### config.mk
export PLATFORM = sky130hd
export DESIGN_NAME = match_controller
export DESIGN_NICKNAME = d
export VERILOG_FILES = /design/src/rtl/pong_pkg.sv /design/src/rtl/ms_timer.sv /design/src/rtl/match_controller.sv
export SDC_FILE = /design/constraint.sdc
export NUM_CORES = 1
export LEC_CHECK = 0
export BUFFER_PORTS_ARGS = -buffer_cell sky130_fd_sc_hd__buf_2
export CAP_MARGIN = 20
export CORE_MARGIN = 10
export CORE_UTILIZATION = 35
export CTS_CLUSTER_SIZE = 12
export DETAILED_ROUTE_END_ITERATION = 12
export PLACE_DENSITY = 0.63
export SLEW_MARGIN = 5
export SYNTH_ARGS = -nofsm -noshare
export SYNTH_HDL_FRONTEND = slang
export SYNTH_HIERARCHICAL = 1
export SYNTH_SLANG_ARGS = --single-unit
export TNS_END_PERCENT = 5
### constraint.sdc
create_clock -name clk -period 4.9 [get_ports clk]
set_clock_uncertainty 0.1 [all_clocks]
set_input_delay 0.245 -clock clk [delete_from_list [all_inputs] [get_ports clk]]
set_output_delay 0.245 -clock clk [all_outputs]
set_load 0.05 [all_outputs]
### src/rtl/pong_pkg.sv
// Shared definitions for the pong match controller.
//   game_state_e : state encodings visible on the game_state output
//   SCORE_W_DEF  : default width of one player's score counter
//   PLAYER_W     : width of a player index (up to four players)
package pong_pkg;

  localparam int unsigned SCORE_W_DEF = 4;
  localparam int unsigned PLAYER_W    = 2;

  typedef enum logic [2:0] {
    StIdle     = 3'd0,
    StServe    = 3'd1,
    StPlay     = 3'd2,
    StPoint    = 3'd3,
    StPaused   = 3'd4,
    StGameOver = 3'd5
  } game_state_e;

endpackage

### src/rtl/ms_timer.sv
// Millisecond down-counter used for the serve delay and the post-goal pause.
//   clk, reset : system clock, asynchronous active-high reset (count clears to 0)
//   load       : load load_value (wins over tick)
//   load_value : value loaded on load
//   freeze     : hold the count, ignore tick
//   tick       : one-cycle millisecond strobe
//   expire     : high in the tick cycle that takes the count to zero
module ms_timer #(
  parameter int unsigned CNT_W = 10
) (
  input  logic             clk,
  input  logic             reset,
  input  logic             load,
  input  logic [CNT_W-1:0] load_value,
  input  logic             freeze,
  input  logic             tick,
  output logic             expire
);

  logic [CNT_W-1:0] count_q, count_d;
  logic             run;

  assign run = tick & ~freeze;
  // A zero-length delay also expires on the first tick instead of stalling.
  assign expire = run & (count_q <= CNT_W'(1));

  always_comb begin
    count_d = count_q;
    if (load) begin
      count_d = load_value;
    end else if (run && count_q != '0) begin
      count_d = count_q - 1'b1;
    end
  end

  always_ff @(posedge clk or posedge reset) begin
    if (reset) begin
      count_q <= '0;
    end else begin
      count_q <= count_d;
    end
  end

endmodule

### src/rtl/match_controller.sv
// Pong match controller: serve timing, scoring, win/deuce detection, pause and restart.
//   clk, reset   : 50 MHz clock, asynchronous active-high reset
//   clk_1ms      : one-cycle millisecond strobe
//   start        : start/restart request (highest priority)
//   pause_req    : pause/resume toggle (SERVE/PLAY <-> PAUSED)
//   goal_valid   : scored-point strobe, goal_player is the scorer
//   game_state   : current state code
//   scores       : packed scores, player i at [i*SCORE_W +: SCORE_W]
//   server       : player serving next
//   ball_enable  : ball moves (PLAY only)
//   ball_reset   : one-cycle pulse on each entry to SERVE
//   winner       : winning player, valid while winner_valid (GAME_OVER only)
module match_controller
  import pong_pkg::*;
#(
  parameter int unsigned NUM_PLAYERS    = 2,
  parameter int unsigned SCORE_W        = SCORE_W_DEF,
  parameter int unsigned WIN_SCORE      = 11,
  parameter int unsigned WIN_BY         = 2,
  parameter int unsigned SERVE_DELAY_MS = 1000,
  parameter int unsigned POINT_PAUSE_MS = 500
) (
  input  logic                           clk,
  input  logic                           reset,
  input  logic                           clk_1ms,
  input  logic                           start,
  input  logic                           pause_req,
  input  logic                           goal_valid,
  input  logic [PLAYER_W-1:0]            goal_player,
  output logic [2:0]                     game_state,
  output logic [NUM_PLAYERS*SCORE_W-1:0] scores,
  output logic [PLAYER_W-1:0]            server,
  output logic                           ball_enable,
  output logic                           ball_reset,
  output logic [PLAYER_W-1:0]            winner,
  output logic                           winner_valid
);

  localparam int unsigned MaxDelay = (SERVE_DELAY_MS > POINT_PAUSE_MS) ? SERVE_DELAY_MS
                                                                        : POINT_PAUSE_MS;
  localparam int unsigned CntW = (MaxDelay > 0) ? $clog2(MaxDelay + 1) : 1;

  game_state_e         state_q, state_d;
  game_state_e         ret_q, ret_d;
  logic [SCORE_W-1:0]  score_q [NUM_PLAYERS];
  logic [SCORE_W-1:0]  score_d [NUM_PLAYERS];
  logic [SCORE_W-1:0]  upd [NUM_PLAYERS];
  logic [PLAYER_W-1:0] server_q, server_d;
  logic [PLAYER_W-1:0] winner_q, winner_d;
  logic [PLAYER_W-1:0] scorer_q, scorer_d;
  logic                pend_over_q, pend_over_d;
  logic [PLAYER_W-1:0] pend_winner_q, pend_winner_d;
  logic                ball_reset_q, ball_reset_d;

  logic                goal_ok;
  logic [SCORE_W-1:0]  scorer_score, other_max, lead_score;
  logic [PLAYER_W-1:0] lead_idx, server_next;
  logic                win, sat, restart;
  logic                tmr_load, tmr_freeze, tmr_expire;
  logic [CntW-1:0]     tmr_val;

  assign goal_ok = goal_valid && (32'(goal_player) < NUM_PLAYERS);
  assign server_next = (32'(scorer_q) + 1 >= NUM_PLAYERS) ? '0 : scorer_q + 1'b1;

  // Scores as they would be after this cycle's goal, plus win/saturation tests on them.
  always_comb begin
    scorer_score = '0;
    other_max    = '0;
    for (int i = 0; i < NUM_PLAYERS; i++) begin
      upd[i] = score_q[i];
      if (goal_ok && goal_player == PLAYER_W'(i) && score_q[i] != '1) begin
        upd[i] = score_q[i] + 1'b1;
      end
    end
    for (int i = 0; i < NUM_PLAYERS; i++) begin
      if (goal_player == PLAYER_W'(i)) begin
        scorer_score = upd[i];
      end else if (upd[i] > other_max) begin
        other_max = upd[i];
      end
    end
    // Strict '>' keeps the lowest index on ties.
    lead_score = upd[0];
    lead_idx   = '0;
    for (int i = 1; i < NUM_PLAYERS; i++) begin
      if (upd[i] > lead_score) begin
        lead_score = upd[i];
        lead_idx   = PLAYER_W'(i);
      end
    end
    win = (32'(scorer_score) >= WIN_SCORE) &&
          (32'(scorer_score) >= 32'(other_max) + WIN_BY);
    sat = (scorer_score == '1);
  end

  // Timer runs only in SERVE/POINT; a pause accepted in SERVE must not lose a tick.
  assign tmr_freeze = !(state_q == StServe || state_q == StPoint) ||
                      (state_q == StServe && pause_req);

  always_comb begin
    state_d       = state_q;
    ret_d         = ret_q;
    score_d       = score_q;
    server_d      = server_q;
    winner_d      = winner_q;
    scorer_d      = scorer_q;
    pend_over_d   = pend_over_q;
    pend_winner_d = pend_winner_q;
    tmr_load      = 1'b0;
    tmr_val       = CntW'(SERVE_DELAY_MS);
    restart       = 1'b0;

    case (state_q)
      StIdle, StGameOver: restart = start;
      StServe: begin
        if (start) begin
          restart = 1'b1;
        end else if (pause_req) begin
          state_d = StPaused;
          ret_d   = StServe;
        end else if (tmr_expire) begin
          state_d = StPlay;
        end
      end
      StPlay: begin
        if (start) begin
          restart = 1'b1;
        end else if (goal_ok) begin
          // Goal beats a same-cycle pause request.
          state_d       = StPoint;
          score_d       = upd;
          scorer_d      = goal_player;
          pend_over_d   = win || sat;
          pend_winner_d = win ? goal_player : lead_idx;
          tmr_load      = 1'b1;
          tmr_val       = CntW'(POINT_PAUSE_MS);
        end else if (pause_req) begin
          state_d = StPaused;
          ret_d   = StPlay;
        end
      end
      StPoint: begin
        if (start) begin
          restart = 1'b1;
        end else if (tmr_expire) begin
          if (pend_over_q) begin
            state_d  = StGameOver;
            winner_d = pend_winner_q;
          end else begin
            state_d  = StServe;
            server_d = server_next;
            tmr_load = 1'b1;
          end
        end
      end
      StPaused: begin
        if (start) begin
          restart = 1'b1;
        end else if (pause_req) begin
          state_d = ret_q;
        end
      end
      default: state_d = StIdle;
    endcase

    if (restart) begin
      state_d  = StServe;
      server_d = '0;
      tmr_load = 1'b1;
      tmr_val  = CntW'(SERVE_DELAY_MS);
      for (int i = 0; i < NUM_PLAYERS; i++) begin
        score_d[i] = '0;
      end
    end
  end

  assign ball_reset_d = (state_d == StServe) && ((state_q != StServe) || restart);

  always_ff @(posedge clk or posedge reset) begin
    if (reset) begin
      state_q       <= StIdle;
      ret_q         <= StServe;
      server_q      <= '0;
      winner_q      <= '0;
      scorer_q      <= '0;
      pend_over_q   <= 1'b0;
      pend_winner_q <= '0;
      ball_reset_q  <= 1'b0;
      for (int i = 0; i < NUM_PLAYERS; i++) begin
        score_q[i] <= '0;
      end
    end else begin
      state_q       <= state_d;
      ret_q         <= ret_d;
      server_q      <= server_d;
      winner_q      <= winner_d;
      scorer_q      <= scorer_d;
      pend_over_q   <= pend_over_d;
      pend_winner_q <= pend_winner_d;
      ball_reset_q  <= ball_reset_d;
      score_q       <= score_d;
    end
  end

  ms_timer #(
    .CNT_W (CntW)
  ) u_timer (
    .clk        (clk),
    .reset      (reset),
    .load       (tmr_load),
    .load_value (tmr_val),
    .freeze     (tmr_freeze),
    .tick       (clk_1ms),
    .expire     (tmr_expire)
  );

  always_comb begin
    scores = '0;
    for (int i = 0; i < NUM_PLAYERS; i++) begin
      scores[i*SCORE_W +: SCORE_W] = score_q[i];
    end
  end

  assign game_state   = state_q;
  assign server       = server_q;
  assign winner       = winner_q;
  assign ball_reset   = ball_reset_q;
  assign ball_enable  = (state_q == StPlay);
  assign winner_valid = (state_q == StGameOver);

endmodule

Yosys cells after proc, flatten, opt, wreduce, memory -nomap -nowiden
Index checks and enable logic that the tools add are counted.
Word-level totals
  input port bits: 8
  register bits: 34
Cells by class
  reduce and logical (&&, ||, !) cells: 30
  muxes and demuxes: 54
  equality and inequality tests: 18
  $lt $le $gt $ge: 8
  bitwise gates (word level): 4
  add/subtract/negate cells: 6
Operator list (count)
  10-bit two-way mux: 6
  3-bit two-way mux: 17
  4-bit two-way mux: 8
  8-bit two-way mux: 4
  3-bit case mux with 5 select lines: 1
  2-bit two-way mux: 7
  2-bit nonzero test: 6
  10-bit by 1-bit less-or-equal comparator with 1-bit output, second input constant: 1
  2-bit inequality test, second input constant: 5
  10-bit nonzero test: 1
  10-bit by 1-bit subtractor with 10-bit output, second input constant: 1
  1-bit logical AND: 9
  4-bit by 1-bit adder with 4-bit output, second input constant: 2
  4-bit > comparator: 2
  1-bit two-way mux: 8
  4-bit inequality test, second input constant: 2
  4-bit AND reduction: 2
  3-bit by 1-bit == test with 1-bit output, second input constant: 2
  3-bit by 2-bit == test with 1-bit output, second input constant: 2
  3-bit == test, second input constant: 2
  3-bit case mux with 2 select lines: 1
  3-bit AND reduction: 2
  6-bit AND reduction: 1
  4-bit by 2-bit adder with 5-bit output, second input constant: 1
  other kinds (20): 27

Depth between registers and ports, before layout
  depth in word-level cells: 15
  mapped depth: 19
  mapped depth without buffers: 18

By module
Netlist, hierarchy kept.
By module, submodules not included
  match_controller: sequential area each 576.8 µm², area an instance 1908.1 µm², instances 1, cells each 220
  ms_timer: sequential area each 250.2 µm², area an instance 703.2 µm², instances 1, cells each 80

Worst setup path after synthesis
No wires, ideal clock.
  kind: reg-to-reg
  from: reg score_q (netlist bit scores[4])
  to: reg pend_winner_q[0]
  cell stages (with the launch flop): 17
  path buffers: 0
  path slack: 0.849 ns
  arrival time: 3.826 ns
  period minus slack after synthesis: 4.051 ns
  cell sequence: dfrtp_1 -> ha_1 -> a31o_4 -> mux2_4 -> ha_1 -> nor2b_1 -> o211ai_1 -> a21oi_2 -> o21ai_0 -> ha_1 -> inv_1 -> ha_1 -> o21ai_0 -> a21oi_1 -> o32a_1 -> nand3_1 -> mux2_2
On the way
  longest elaborated chain between the ends: 10
Ends and longest elaborated chain
  from (decl): RTL line match_controller.sv:45  | logic [SCORE_W-1:0] score_q [NUM_PLAYERS];
  from (signal assigned): RTL line match_controller.sv:201  | score_q <= score_d;
  branches (longest 2 deep; another with 4-bit by 1-bit adder with 4-bit output)
  4-bit two-way mux *: RTL line match_controller.sv:71  | if (goal_ok && goal_player == PLAYER_W'(i) && score_q[i] != '1) begin
  4-bit > comparator: RTL line match_controller.sv:78  | end else if (upd[i] > other_max) begin
  4-bit two-way mux: RTL line match_controller.sv:78
  4-bit two-way mux: RTL line match_controller.sv:76  | if (goal_player == PLAYER_W'(i)) begin
  4-bit by 2-bit adder with 5-bit output: RTL line match_controller.sv:92  | (32'(scorer_score) >= 32'(other_max) + WIN_BY);
  4-bit by 5-bit greater-or-equal comparator with 1-bit output: RTL line match_controller.sv:92
  1-bit logical AND: RTL line match_controller.sv:91  | win = (32'(scorer_score) >= WIN_SCORE) &&
  2-bit two-way mux *: RTL line match_controller.sv:134  | pend_winner_d = win ? goal_player : lead_idx;
  to (signal assigned): RTL line match_controller.sv:199  | pend_winner_q <= pend_winner_d;
  to (decl): RTL line match_controller.sv:52  | logic [PLAYER_W-1:0] pend_winner_q, pend_winner_d;
Mark *: on every way between the ends.
A chain may end at the register's enable or synchronous reset.

Worst setup path in the final report
Ends and elaborated chain as after synthesis.

==> results.ini <==
[timing]
hold_viol = 0
finalMaxSlewViolations = 0
worst_pin_slew_ns = 0.920
worst_slew_margin_rel = 0.386
finalSetupViolCount = 0
setup_tns_ns = 0
rsz0062_at_grt = no
fmax_ghz = 0.247
finalCriticalPeriod_ns = 4.05
fin_ws_ns = 0.852
post-route-period-util = 0.826

[pwr]
pwr-share-seq = 0.502
p_int_uw = 411
leakage_uw = 0.00132
vdd_ir_drop_max_v = 0.0000904
powerDensity_nw_per_um2 = 203
combPwrFrac = 0.147
pwr-share-clk = 0.351
p_sw_uw = 177
finalPower_uw = 588
p_sw_frac = 0.301

[status]
status = finished clean

[cells_and_area]
diodes = 0
layout_common_cells = nand2_1, dfrtp_1, buf_2, o21ai_0, nor2_1
layout_commonest_cell = nand2_1
final_nets = 353
drive_above_1_share = 0.180
post-route-util = 0.400
syn_to_final_growth_pct = 11.1
finalNonFillerCells = 427

[detailed_routing]
drc = 0
drt-total-wl_um = 6280
dr_total_vias = 2243
initialDrtViolationCount = 80
dr.pass1.iters = 5
via_per_inst = 5.25
ant_nets = 0
wire_per_inst_um = 14.7

[logic_synthesis]
yosysWarnings = 6
ys.flop_type = dfrtp_1
synth.distinct_cells = 67
syn_inst = 300
synth.top_cells.by_area = dfrtp_1, ha_1, nand2_1, o21ai_0, a21oi_1
ys_seq_elements = 33
yosysSeqAreaShare = 0.317
async_reset_ff_frac = 1.00
syn_area_um2 = 2610
synth_edf_count = 0
synth_top_area_cell = dfrtp_1
synth_top_area_frac = 0.307
syn_area_per_cell_um2 = 8.70

[clock_network]
cts_max_path_buffers = 2
numCtsBuffers = 5
htreeDepth = 2
insertion_delay_ns = 0.29
cts.sinks = 33
cts_resized = 0
path_clk_slew_ns = 0.08
cts_tree = built
cts_root_buf = clkbuf_8

[global_route]
antenna_found_initial = 0
overflow = 0
grt_usage = 0.115
grt_pass1_wl_um = 11000
grt_max_degree = 24
first_global_vias = 2186

[floorplan]
dieArea_um2 = 11300
io_pins = 26
fp.dieW_um = 106
die_h_um = 106
rows = 31
core_um2 = 7250
start_util = 0.360

[placed_design]
dp_slack_ns = 0.862
port_buffers = 25
dp.cells = 418
gp_congestion = 0.842
dp_hpwl_um = 4740

[setup_path]
worst-path-max-fanout = 9
path_cells = ha_1, a31o_4, mux2_4, ha_1, nor2b_1, o211ai_1, a21oi_2, o21ai_0, ha_1, inv_1, ha_1, o21ai_0, a21oi_1, o32a_1, nand3_1, mux2_2
cpPeakStageDelay_ns = 0.46
path_class = flop to flop
end_kind = flop
start_kind = flop
worst_path_max_delay_cell = dfrtp_1
crit_arrival_ns = 4.13
cp_top_family = compound AO/OA/AOI/OAI gates
cpMostUsedCell = ha_1
path_buf_inv = 1
required_ns = 4.98

[min_path]
min_path_type = input port to flop

[job]
maxCapViolations = 0

==> final timing paths <==
path                                        from                              to  slack (ns)  cells after the start
min reg2reg                 ret_q[0]$_DFFE_PP1P_            ret_q[0]$_DFFE_PP1P_        0.38                      2
min                                        start         game_state[1]$_DFF_PP0_        0.15                      2
max                        scores[4]$_DFFE_PP0P_    pend_winner_q[0]$_DFFE_PP0P_        0.85                     16
max reg2reg                scores[4]$_DFFE_PP0P_    pend_winner_q[0]$_DFFE_PP0P_        0.85                     16
max in group asynchronous                  reset         game_state[0]$_DFF_PP0_        3.51                      3
min in group asynchronous                  reset  u_timer/count_q[4]$_DFFE_PP0P_        0.40                      3
==> cell type report <==
cell class / instances / area [um^2]
fill: 745 / 4350
multi-input combinational: 242 / 1660
sequential: 33 / 827
timing repair buffer: 26 / 135
tap: 99 / 124
clock buffer: 6 / 72.6
inverter: 19 / 71.3
clock inverter: 2 / 10.0
==> state kept, by name, summed over array words and instances (netlist names) <==
| signal | flops |
|---|---|
| ball_reset | 1 |
| game_state | 3 |
| pend_over_q | 1 |
| pend_winner_q | 2 |
| ret_q | 2 |
| scorer_q | 2 |
| scores | 8 |
| server | 2 |
| u_timer/count_q | 10 |
| winner | 2 |
==> cells in the mapped netlist, drive strengths merged, types with 3 or more instances <==
cell     n
inv     18
a31oi    3
nor2    20
nor3b    4
nor4     5
dfrtp   32
nor3     5
nand2   36
nand3b   3
clkbuf   5
buf      5
o31ai    3
o211ai   3
mux2i    8
nor2b    6
or3      3
or4      4
a21oi   18
nand4    4
o21ai   23
ha      18
nand3   11
nand2b  11
xor2     4
mux2     7
==> what timing repair did <==
action / in CTS / in global routing
setup buffers: 0 / 0
endpoints found under the hold margin: 10 / 0
hold buffers: 1 / 0
==> through the flow <==
| stage | instance area, um^2 | hold WS [ns] |
|---|---|---|
| after floorplan | 2630 | -0.0148 |
| after global placement | 2810 | 0.164 |
| after detailed placement | 2810 | 0.171 |
| after CTS | 2900 | 0.144 |
| after global routing | 2900 | 0.170 |
| final | 2900 | 0.151 |
==> layer usage <==
layer	vias to the layer above	share of wire	GRT usage
met5	-	0	0
met4	0	0.014	0.0338
met3	11	0.046	0.0242
met2	43	0.45	0.184
met1	1058	0.49	0.152
li1	1131	-	-
==> power by group through the flow <==
stage	sequential, uW	clock, uW	combinational, uW
global route	297	224	98.0
finish	295	207	86.8
global placement	299	0	84.6
floorplan	305	0	60.1
CTS	295	212	87.7
detailed placement	300	0	86.5
==> cells by family (layout without fill, tap and decap cells) <==
| logic type | count (synthesis) | count (layout) | share of synthesized area |
|---|---|---|---|
| flops | 33 | 33 | 0.317 |
| buf+inv | 29 | 53 | 0.0527 |
| fa+ha+maj | 18 | 18 | 0.0862 |
| compound gates | 69 | 69 | 0.185 |
| other cells | 2 | 6 | 0.00288 |
| simple gates | 128 | 128 | 0.274 |
| mux | 15 | 15 | 0.0623 |
| xor+xnor | 6 | 6 | 0.0201 |
(Power assumes the default switching activity.)
